`src/rtl/eth_tx_payload_mux.sv`:
```
// Arbitrates fmt/img UDP payloads onto one UDP tx core; fmt wins ties, img gated by fmt_busy. Optional stats via TX_MUX_STATS_EN.
// Latency: start pulse N -> udp_tx_start N+2; udp_tx_done M -> *_tx_done M+1, next start >= M+IFG_CYC+2.
// Backpressure: bytes move only on udp_tx_req; extra starts while pending merge and set drop_err.
module eth_tx_payload_mux #(
    parameter logic [15:0] IFG_CYC     = 16'd12,
    parameter logic [27:0] TIMEOUT_CYC = 28'd25_000_000
) (
    input  logic        clk,
    input  logic        rst_n,
    input  logic        fmt_start,
    input  logic [7:0]  fmt_data,
    input  logic [15:0] fmt_num,
    input  logic        fmt_busy,
    input  logic        img_start,
    input  logic [7:0]  img_data,
    input  logic [15:0] img_num,
    input  logic        udp_tx_req,
    input  logic        udp_tx_done,
    output logic        udp_tx_start,
    output logic [7:0]  udp_tx_data,
    output logic [15:0] udp_tx_byte_num,
    output logic        fmt_req,
    output logic        img_req,
    output logic        fmt_tx_done,
    output logic        img_tx_done,
`ifdef TX_MUX_STATS_EN
    output logic [15:0] stat_fmt_pkts,
    output logic [15:0] stat_img_pkts,
`endif
    output logic        drop_err,
    output logic        timeout_err
);

    typedef enum logic [1:0] {
        S_IDLE  = 2'd0,
        S_START = 2'd1,
        S_SEND  = 2'd2,
        S_GAP   = 2'd3
    } state_t;

    state_t      state_q, state_d;
    logic        owner_img_q;
    logic        fmt_pend_q, img_pend_q;
    logic [27:0] wd_cnt_q;
    logic [15:0] gap_cnt_q;
    logic        grant_fmt, grant_img;
    logic        send_done, wd_expire;
    logic        in_send;

    always_comb begin
        state_d   = state_q;
        grant_fmt = 1'b0;
        grant_img = 1'b0;
        send_done = 1'b0;
        wd_expire = 1'b0;
        case (state_q)
            S_IDLE: begin
                if (fmt_pend_q) begin
                    grant_fmt = 1'b1;
                    state_d   = S_START;
                end else if (img_pend_q && !fmt_busy) begin
                    grant_img = 1'b1;
                    state_d   = S_START;
                end
            end
            S_START: state_d = S_SEND;
            S_SEND: begin
                // done beats a watchdog expiry landing in the same cycle
                if (udp_tx_done) begin
                    send_done = 1'b1;
                    state_d   = (IFG_CYC == 16'd0) ? S_IDLE : S_GAP;
                end else if (({1'b0, wd_cnt_q} + 29'd1) >= {1'b0, TIMEOUT_CYC}) begin
                    wd_expire = 1'b1;
                    state_d   = S_IDLE;
                end
            end
            S_GAP: begin
                if (({1'b0, gap_cnt_q} + 17'd1) >= {1'b0, IFG_CYC})
                    state_d = S_IDLE;
            end
            default: state_d = S_IDLE;
        endcase
    end

    assign in_send      = (state_q == S_SEND);
    assign udp_tx_start = (state_q == S_START);
    assign fmt_req      = in_send && udp_tx_req && !owner_img_q;
    assign img_req      = in_send && udp_tx_req && owner_img_q;

    always_comb begin
        udp_tx_data = 8'd0;
        if (in_send)
            udp_tx_data = owner_img_q ? img_data : fmt_data;
    end

    always_ff @(posedge clk or negedge rst_n) begin
        if (!rst_n) begin
            state_q         <= S_IDLE;
            owner_img_q     <= 1'b0;
            fmt_pend_q      <= 1'b0;
            img_pend_q      <= 1'b0;
            udp_tx_byte_num <= 16'd0;
            wd_cnt_q        <= 28'd0;
            gap_cnt_q       <= 16'd0;
            fmt_tx_done     <= 1'b0;
            img_tx_done     <= 1'b0;
            drop_err        <= 1'b0;
            timeout_err     <= 1'b0;
        end else begin
            state_q <= state_d;
            // a start landing on its own grant cycle is a fresh packet, not a drop
            fmt_pend_q <= fmt_start || (fmt_pend_q && !grant_fmt);
            img_pend_q <= img_start || (img_pend_q && !grant_img);
            if ((fmt_start && fmt_pend_q && !grant_fmt) ||
                (img_start && img_pend_q && !grant_img))
                drop_err <= 1'b1;
            if (wd_expire)
                timeout_err <= 1'b1;
            if (grant_fmt) begin
                owner_img_q     <= 1'b0;
                udp_tx_byte_num <= fmt_num;
            end else if (grant_img) begin
                owner_img_q     <= 1'b1;
                udp_tx_byte_num <= img_num;
            end
            if (state_d != state_q) begin
                wd_cnt_q  <= 28'd0;
                gap_cnt_q <= 16'd0;
            end else begin
                if (in_send)
                    wd_cnt_q <= wd_cnt_q + 28'd1;
                if (state_q == S_GAP)
                    gap_cnt_q <= gap_cnt_q + 16'd1;
            end
            fmt_tx_done <= send_done && !owner_img_q;
            img_tx_done <= send_done && owner_img_q;
        end
    end

`ifdef TX_MUX_STATS_EN
    always_ff @(posedge clk or negedge rst_n) begin
        if (!rst_n) begin
            stat_fmt_pkts <= 16'd0;
            stat_img_pkts <= 16'd0;
        end else begin
            if (fmt_tx_done)
                stat_fmt_pkts <= stat_fmt_pkts + 16'd1;
            if (img_tx_done)
                stat_img_pkts <= stat_img_pkts + 16'd1;
        end
    end
`endif

endmodule
```
`config.mk`:
```
export PLATFORM = sky130hd
export DESIGN_NAME = eth_tx_payload_mux
export DESIGN_NICKNAME = d
export VERILOG_FILES = /design/src/rtl/eth_tx_payload_mux.sv
export SDC_FILE = /design/constraint.sdc
export NUM_CORES = 1
export LEC_CHECK = 0
export BUFFER_PORTS_ARGS = -buffer_cell sky130_fd_sc_hd__clkbuf_2
export CAP_MARGIN = 40
export CELL_PAD_IN_SITES_DETAIL_PLACEMENT = 0
export CELL_PAD_IN_SITES_GLOBAL_PLACEMENT = 1
export CORE_MARGIN = 8
export CORE_UTILIZATION = 42
export CTS_CLUSTER_DIAMETER = 120
export DETAILED_ROUTE_END_ITERATION = 10
export PLACE_DENSITY_LB_ADDON = 0.15
export SYNTH_ARGS = -nofsm -noshare
export SYNTH_HDL_FRONTEND = slang
export SYNTH_SLANG_ARGS = --single-unit
```
`constraint.sdc`:
```
create_clock -name clk -period 2.8 [get_ports clk]
set_clock_uncertainty 0.05 [all_clocks]
set_input_delay 0.56 -clock clk [delete_from_list [all_inputs] [get_ports clk]]
set_output_delay 0.56 -clock clk [all_outputs]
set_load 0.005 [all_outputs]
```
==> results of run 1 <==
## cells by family (layout without fill, tap and decap cells)
logic type,after synthesis,count (layout),synth area share [%]
buf+inv,46,148,4.727
mux,30,30,6.483
xor+xnor,49,49,9.265
simple gates,225,225,26.63
flops,69,69,37.28
compound gates,105,106,15.07
fa+ha+maj,2,2,0.5402
## where the power goes
group | switching [mW] | internal, mW | total (mW)
logic | 0.802 | 0.574 | 1.38
clock network | 0.379 | 0.316 | 0.695
registers | 0.160 | 1.17 | 1.33
## worst max-delay path, delay by kind of cell, from the launching register on
family                     cells  cell delay (ps)
AOI/OAI and AO/OA              3              950
buffers and inverters          2              340
and+or+nand+nor                3              360
muxes                          1              230
adders and majority gates      1              180
DFF                            1              350
## through the flow
stage          cells  utilization [%]  cell area, um^2
2_1_floorplan    526                -             4632
3_3_place_gp     752            49.73             5368
3_5_place_dp     753            49.99             5395
4_1_cts          768            51.45             5553
5_1_grt          769            51.53             5562
6_report         769            51.53             5562
## state kept, by name (all words and copies together), names as in the netlist
register and cells:
wd_cnt_q 28, gap_cnt_q 16, udp_tx_byte_num 16, state_q 2, drop_err 1, fmt_pend_q 1
fmt_tx_done 1, img_pend_q 1, img_tx_done 1, owner_img_q 1, timeout_err 1
## synth_stat cells (all sizes together), types with 3 or more instances
cell type,n
xor2,33
and3,8
nand2b,5
mux2i,30
xnor2,16
nand3,33
or2,8
nor2,35
nor2b,3
and2,5
a31oi,9
nand4,14
or3,38
a21oi,5
nor3,15
o22ai,36
buf,13
clkbuf,26
inv,7
dfrtp,69
o32ai,7
nand2,49
nor4,5
a211o,3
o21ai,25
o31ai,3
a211oi,3
## layout make-up
| type | instances | area, um^2 | area share, % |
|---|---|---|---|
| flip-flops and latches | 69 | 1727 | 31.05 |
| well taps | 140 | 175.2 | 3.150 |
| repair buffers | 126 | 765.7 | 13.77 |
| clock buffers | 11 | 131.4 | 2.362 |
| inverters | 7 | 26.28 | 0.4724 |
| multi-input cells | 412 | 2710 | 48.73 |
| clock inverters | 4 | 26.28 | 0.4724 |
## path summary, 6_finish.rpt
path | to | slack [ps] | cells after the start
setup / recovery | gap_cnt_q[13] | 200 | 10
setup reg to reg | gap_cnt_q[13] | 200 | 10
hold reg to reg | udp_tx_byte_num[10] | 430 | 2
hold / removal | wd_cnt_q[25] | 220 | 1
max in group asynchronous | gap_cnt_q[2] | 1730 | 2
min in group clk | img_pend_q | 370 | 3
## what timing repair did
| item | 4_1_cts | 5_1_grt |
|---|---|---|
| resized for setup | 0 | 0 |
| buffers inserted | 0 | 0 |
| endpoints found under the setup margin | 0 | 38 |
| hold endpoints to repair | 0 | 0 |
## layer usage
| layer | wire [um] | share of wire, % |
|---|---|---|
| met4 | 133 | 1.0 |
| met2 | 6351 | 49 |
| met3 | 552 | 4.3 |
| met1 | 5861 | 45 |
| met5 | 0 | 0 |
## placed cells by master, fill, tap and decap left out, types with 4 or more instances in the layout
master	count
o21ai_0	24
nand3_1	32
or3_1	37
nand4_1	13
nand2_1	48
dfrtp_1	69
xor2_1	33
and2_1	4
a21oi_1	4
o22ai_1	36
clkbuf_8	9
clkbuf_2	84
inv_1	7
xnor2_1	16
a31oi_1	9
o32ai_1	7
buf_4	39
and3_1	5
nand2b_1	5
mux2i_1	30
nor3_2	4
nor2_1	35
or2_2	8
nor3_1	11
==> reports/results.ini, run 1 <==
[critical_path]
cp-start-kind = flop
crit_required_ps = 2950
cpMostUsedCell = buf_4
worstSetupEndpointType = flop
critical_path_class = flop to flop
r2r-start = gap_cnt_q[0]
cp-startpoint = gap_cnt_q[0]
worst_path_largest_cell_delay_ps = 590
crit_fanout = 13
cpMaxStageDelayCell = a21oi_2
critical_path_arrival_ps = 2750
crit_path_cell_trace = ha_1, nand4_1, buf_4, nor3_1, mux2i_1, a211o_1, nor4_2, buf_4, a21oi_2, o22ai_1

[finish]
areaGrowthSynthToFinish_pct = 20.07
n_antenna_cell = 0
drive_gt1_share_pct = 26.87
nNetsFinal = 682
nFillCells = 1030

[routing]
wl_per_cell_um = 16.77
drc = 0
ant_nets = 0
routed_wl_um = 12900
via_per_inst = 5.570
drtIter0Drc = 253
routed-via-count = 4283
first_pass_iters = 4

[timing]
slew_headroom_pct = 46.28
max_freq_mhz = 383.9
setup_ws_ps = 195.2
fin_crit_sh_pct = 93.03
rsz0062_at_grt = false
finalHoldViolCount = 0
slew_violations = 0
tightestPinTransition_ps = 805.8
fin_setup_tns_ps = 0
holdWs_ps = 217.6
fin_crit_ps = 2605
finalSetupViolations = 0

[outcome]
status = finished clean

[placement]
pre_cts_ws_ps = 141.1
hpwl_um = 9307
portBuffers = 85
place.gp.congestion = 0.7948

[yosys]
yosys_warnings = 0
syn_area_per_cell_um2 = 8.806
synthArstFlopShare_pct = 100.0
ys_ff_latch = 69
yosysSeqAreaShare_pct = 37.28
synth-main-ff-cell = dfrtp_1
yosysTopAreaCellShare_pct = 37.28
syn-num-nets = 583
synth_edf_count = 0
synth_area_um2 = 4632
yosysTopAreaCell = dfrtp_1
synth_cells = 526
synth_cell_type_count = 62
synth.area.top_cells = dfrtp_1 (37%), mux2i_1 (6.5%), xor2_1 (6.2%)

[global_route]
use_met1_pct = 21.22
grt_pass1_wl_um = 21190
overflow = 0
grt_start_max_net_pins = 42
antenna_found_initial = 0
use_met3_pct = 4.374
grt_pass1_vias = 4344
top_usage_layer = met2
grtUsageTotal_pct = 17.80
met2_usage_pct = 30.78

[die]
core_area_um2 = 10790
die_w_um = 121.0
rows = 38
dieArea_um2 = 14640
die_height_um = 121.0
initial_core_util_pct = 42.92
io_pins = 86

[clocking]
clk_pin_slew_ps = 70
holdBufCountCts = 0
cts_tree = done
insertion_delay_ps = 340
cts.sinks = 69
clockBufferDepth = 2
htreeDepth = 3
cts_made_buffers = 9
cts_root_buffer = clkbuf_8

[power]
leakagePower_nw = 2.365
total_power_mw = 3.398
max-vdd-ir-drop_uv = 337.0
p_per_area_nw_per_um2 = 611.0

[worst_hold_path]
hp-class = primary input to async pin

[flow_run]
max_cap_viol_count = 0

No activity file was read; power rests on OpenSTA's default activity.
==> run 2: changes to the inputs <==
--- a/config.mk
+++ b/config.mk
@@ -5,12 +5,13 @@
 export SDC_FILE = /design/constraint.sdc
 export NUM_CORES = 1
 export LEC_CHECK = 0
+export ABC_AREA = 1
 export BUFFER_PORTS_ARGS = -buffer_cell sky130_fd_sc_hd__clkbuf_2
 export CAP_MARGIN = 40
 export CELL_PAD_IN_SITES_DETAIL_PLACEMENT = 0
 export CELL_PAD_IN_SITES_GLOBAL_PLACEMENT = 1
 export CORE_MARGIN = 8
-export CORE_UTILIZATION = 42
+export CORE_UTILIZATION = 39
 export CTS_CLUSTER_DIAMETER = 120
 export DETAILED_ROUTE_END_ITERATION = 10
 export PLACE_DENSITY_LB_ADDON = 0.15
==> run 2 against run 1 <==
  * Cell count up 20%
  * First-iteration DRC count is 19% lower
  * Register-to-register slack gained 20 ps
  * Flip-flop and latch count did not move
  * Clock power is 81% higher
  * Critical endpoint is now wd_cnt_q[0]
  * Highest routed layer unchanged
==> reports/results.ini, run 2 <==
[routing]
via_per_inst = 4.877  ; -12%
drtIter0Drc = 206  ; -19%
first_pass_iters = 4  ; unchanged
drc = 0  ; unchanged
routed_wl_um = 12980  ; +0.66%
wl_per_cell_um = 14.02  ; -16%
ant_nets = 0  ; unchanged
routed-via-count = 4516  ; +5.4%

[clocking]
htreeDepth = 3  ; unchanged
holdBufCountCts = 0  ; unchanged
cts.sinks = 69  ; unchanged
cts_tree = done
clk_pin_slew_ps = 60  ; about the same
insertion_delay_ps = 340  ; about the same
cts_root_buffer = clkbuf_16
clockBufferDepth = 2  ; unchanged
cts_made_buffers = 9  ; unchanged

[die]
initial_core_util_pct = 39.50  ; -3.4 points
core_area_um2 = 11320  ; +4.9%
rows = 39  ; +2.6%
io_pins = 86  ; unchanged
die_height_um = 123.1  ; +1.7%
dieArea_um2 = 15150  ; +3.4%
die_w_um = 123.1  ; +1.7%

[global_route]
overflow = 0  ; unchanged
antenna_found_initial = 0  ; unchanged
grt_pass1_vias = 4513  ; +3.9%
grt_start_max_net_pins = 70  ; +67%
grt_pass1_wl_um = 21270  ; +0.36%
grtUsageTotal_pct = 17.54  ; -0.26 points

[yosys]
yosysTopAreaCellShare_pct = 38.61  ; +1.3 points
synth_cell_type_count = 34  ; -45%
synth_compound_area_share_pct = 11.53  ; -3.5 points
synthArstFlopShare_pct = 100.0  ; unchanged
synth_edf_count = 0  ; unchanged
yosysMostFrequentCell = nand2_1
yosysTopAreaCell = dfrtp_1
synth_cells = 675  ; +28%
ys_top_cells_by_count = nand2_1 (196), nor2_1 (118), dfrtp_1 (69), inv_1 (69), o21ai_0 (59)
ys_ff_latch = 69  ; unchanged
yosys_warnings = 0  ; unchanged
synth-simple-area-share_pct = 37.38  ; +11 points
syn_area_per_cell_um2 = 6.625  ; -25%
synth.area.top_cells = dfrtp_1 (39%), nand2_1 (16%), nor2_1 (9.9%)
syn-num-nets = 732  ; +26%
synth_top_family_by_area = simple AND/OR/NAND/NOR gates
synth_mux_area_share_pct = 0.4477  ; -6.0 points
synth-main-ff-cell = dfrtp_1
synth_fa_ha_area_share_pct = 0.5596  ; +0.019 points
synth_area_um2 = 4472  ; -3.5%
yosysSeqAreaShare_pct = 38.61  ; +1.3 points
synth_xor_area_share_pct = 3.330  ; -5.9 points

[finish]
largest_register_ffs = 28  ; unchanged
fin_cells = 926  ; +20%
drive_gt1_share_pct = 22.09  ; -4.8 points
final_common_cell = nand2_1
nNetsFinal = 835  ; +22%
n_antenna_cell = 0  ; unchanged
final_cell_mix = nand2_1 (191), nor2_1 (109), clkbuf_2 (84)
fin_util_pct = 50.14  ; -1.4 points
reg_top3 = wd_cnt_q (28), gap_cnt_q (16), udp_tx_byte_num (16)
max_flop_register = wd_cnt_q
areaGrowthSynthToFinish_pct = 26.94

[power]
leakagePower_nw = 2.730  ; +15%
max-vdd-ir-drop_uv = 576.1  ; +71%
p_per_area_nw_per_um2 = 1013  ; +66%

[worst_hold_path]
hp-class = primary input to async pin

[critical_path]
critical_path_class = flop to flop
crit_buf_inv = 2  ; unchanged
crit_required_ps = 3020  ; +70 ps
crit_path_cell_trace = ha_2, nand3_2, nor2_4, nand2_2, nor2_4, nand2_1, xor2_1, or2_0, nor2_2, buf_4, a31oi_2, nand2_4, nand2_8, clkbuf_16, nor2_1
crit_family = simple AND/OR/NAND/NOR gates
worst_path_largest_cell_delay_ps = 380  ; -210 ps
cp-start-kind = flop
critical_path_arrival_ps = 2800  ; +50 ps
crit_fanout = 9  ; -4
cpMostUsedCell = nor2_4
cpMaxStageDelayCell = dfrtp_1
worstSetupEndpointType = flop

[placement]
hpwl_um = 9513  ; +2.2%
pre_cts_ws_ps = 52.46  ; -88.63 ps
place.gp.congestion = 0.8510  ; +7.1%
place_inst = 897  ; +19%
portBuffers = 85  ; unchanged

[timing]
tightestPinTransition_ps = 712.7  ; -93.15 ps
setup_ws_ps = 214.2  ; +19.00 ps
finalHoldViolCount = 0  ; unchanged
slew_headroom_pct = 52.31  ; +6.0 points
slew_violations = 0  ; unchanged
max_freq_mhz = 386.7  ; +0.73%
fin_crit_sh_pct = 92.35  ; -0.68 points
finalSetupViolations = 0  ; unchanged
fin_crit_ps = 2586  ; -19.00 ps

[outcome]
status = finished clean

[flow_run]
max_cap_viol_count = 0  ; unchanged

[run 2: timing repair]
action | 4_1_cts | 5_1_grt
setup buffers | 0 | 10
endpoints found under the setup margin | 0 | 44
gates resized for setup | 0 | 26
[run 2: final timing paths]
| kind | slack, ps | start | endpoint | cells past startpoint |
|---|---|---|---|---|
| min in group clk | 380 | img_start | img_pend_q | 3 |
| min reg2reg | 430 | drop_err | drop_err | 2 |
| max in group asynchronous | 2190 | rst_n | wd_cnt_q[26] | 2 |
| max reg2reg | 210 | gap_cnt_q[0] | wd_cnt_q[0] | 15 |
| max | 210 | gap_cnt_q[0] | wd_cnt_q[0] | 15 |
| min | 180 | rst_n | wd_cnt_q[1] | 2 |
[run 2: logic make-up (layout without fill, tap and decap cells)]
kind of cell             after synthesis  count (layout)
AO/OA/AOI/OAI                         99              99
XOR/XNOR                              17              17
adder cells (fa/ha/maj)                2               2
buffers and inverters                 89             196
flip-flops                            69              69
multiplexers                           2               2
AND/OR/NAND/NOR                      397             398
[run 2: final cells by class]
cell class                 instances  area (um^2)
timing repair buffer             109        681.9
sequential                        69         1727
tap                              143        178.9
multi-input combinational        518         2496
clock buffer                      12        256.5
fill                            1189         5644
clock inverter                     4        70.07
inverter                          71        266.5
[run 2: worst register-to-register path: stages, from the launching register on]
cell and delay (ps):
dfrtp_1 380, ha_2 210, nand3_2 110, nor2_4 120, nand2_2 90, nor2_4 150, nand2_1 90, xor2_1 150
or2_0 220, nor2_2 180, buf_4 140, a31oi_2 110, nand2_4 140, nand2_8 100, clkbuf_16 180, nor2_1 90
[run 2: through the flow]
step | instance area [um^2] | hold slack, ps | TNS [ps] | power [mW]
6_report | 5677 | 176.3 | 0 | 5.752
5_1_grt | 5677 | 222.5 | -3.829 | 6.256
4_1_cts | 5439 | 208.1 | 0 | 5.414
3_5_place_dp | 5112 | 415.2 | 0 | 4.119
3_3_place_gp | 5101 | 407.4 | 0 | 4.043
2_1_floorplan | 4472 | 214.4 | 0 | 3.298
[run 2: where the power goes]
group | internal (mW) | switching (mW)
Sequential | 1.33 | 0.298
Clock | 0.826 | 0.431
Combinational | 1.17 | 1.70
[run 2: per-layer routing]
layer / global-route usage, % / up-vias / share of wire (%) / wire length (um)
met5: 0 / - / 0 / 0
met2: 29.83 / 82 / 49 / 6376
met1: 21.24 / 2078 / 46 / 5908
met4: 7.449 / 0 / 1.0 / 130
li1: - / 2346 / - / -
met3: 3.516 / 10 / 4.4 / 566
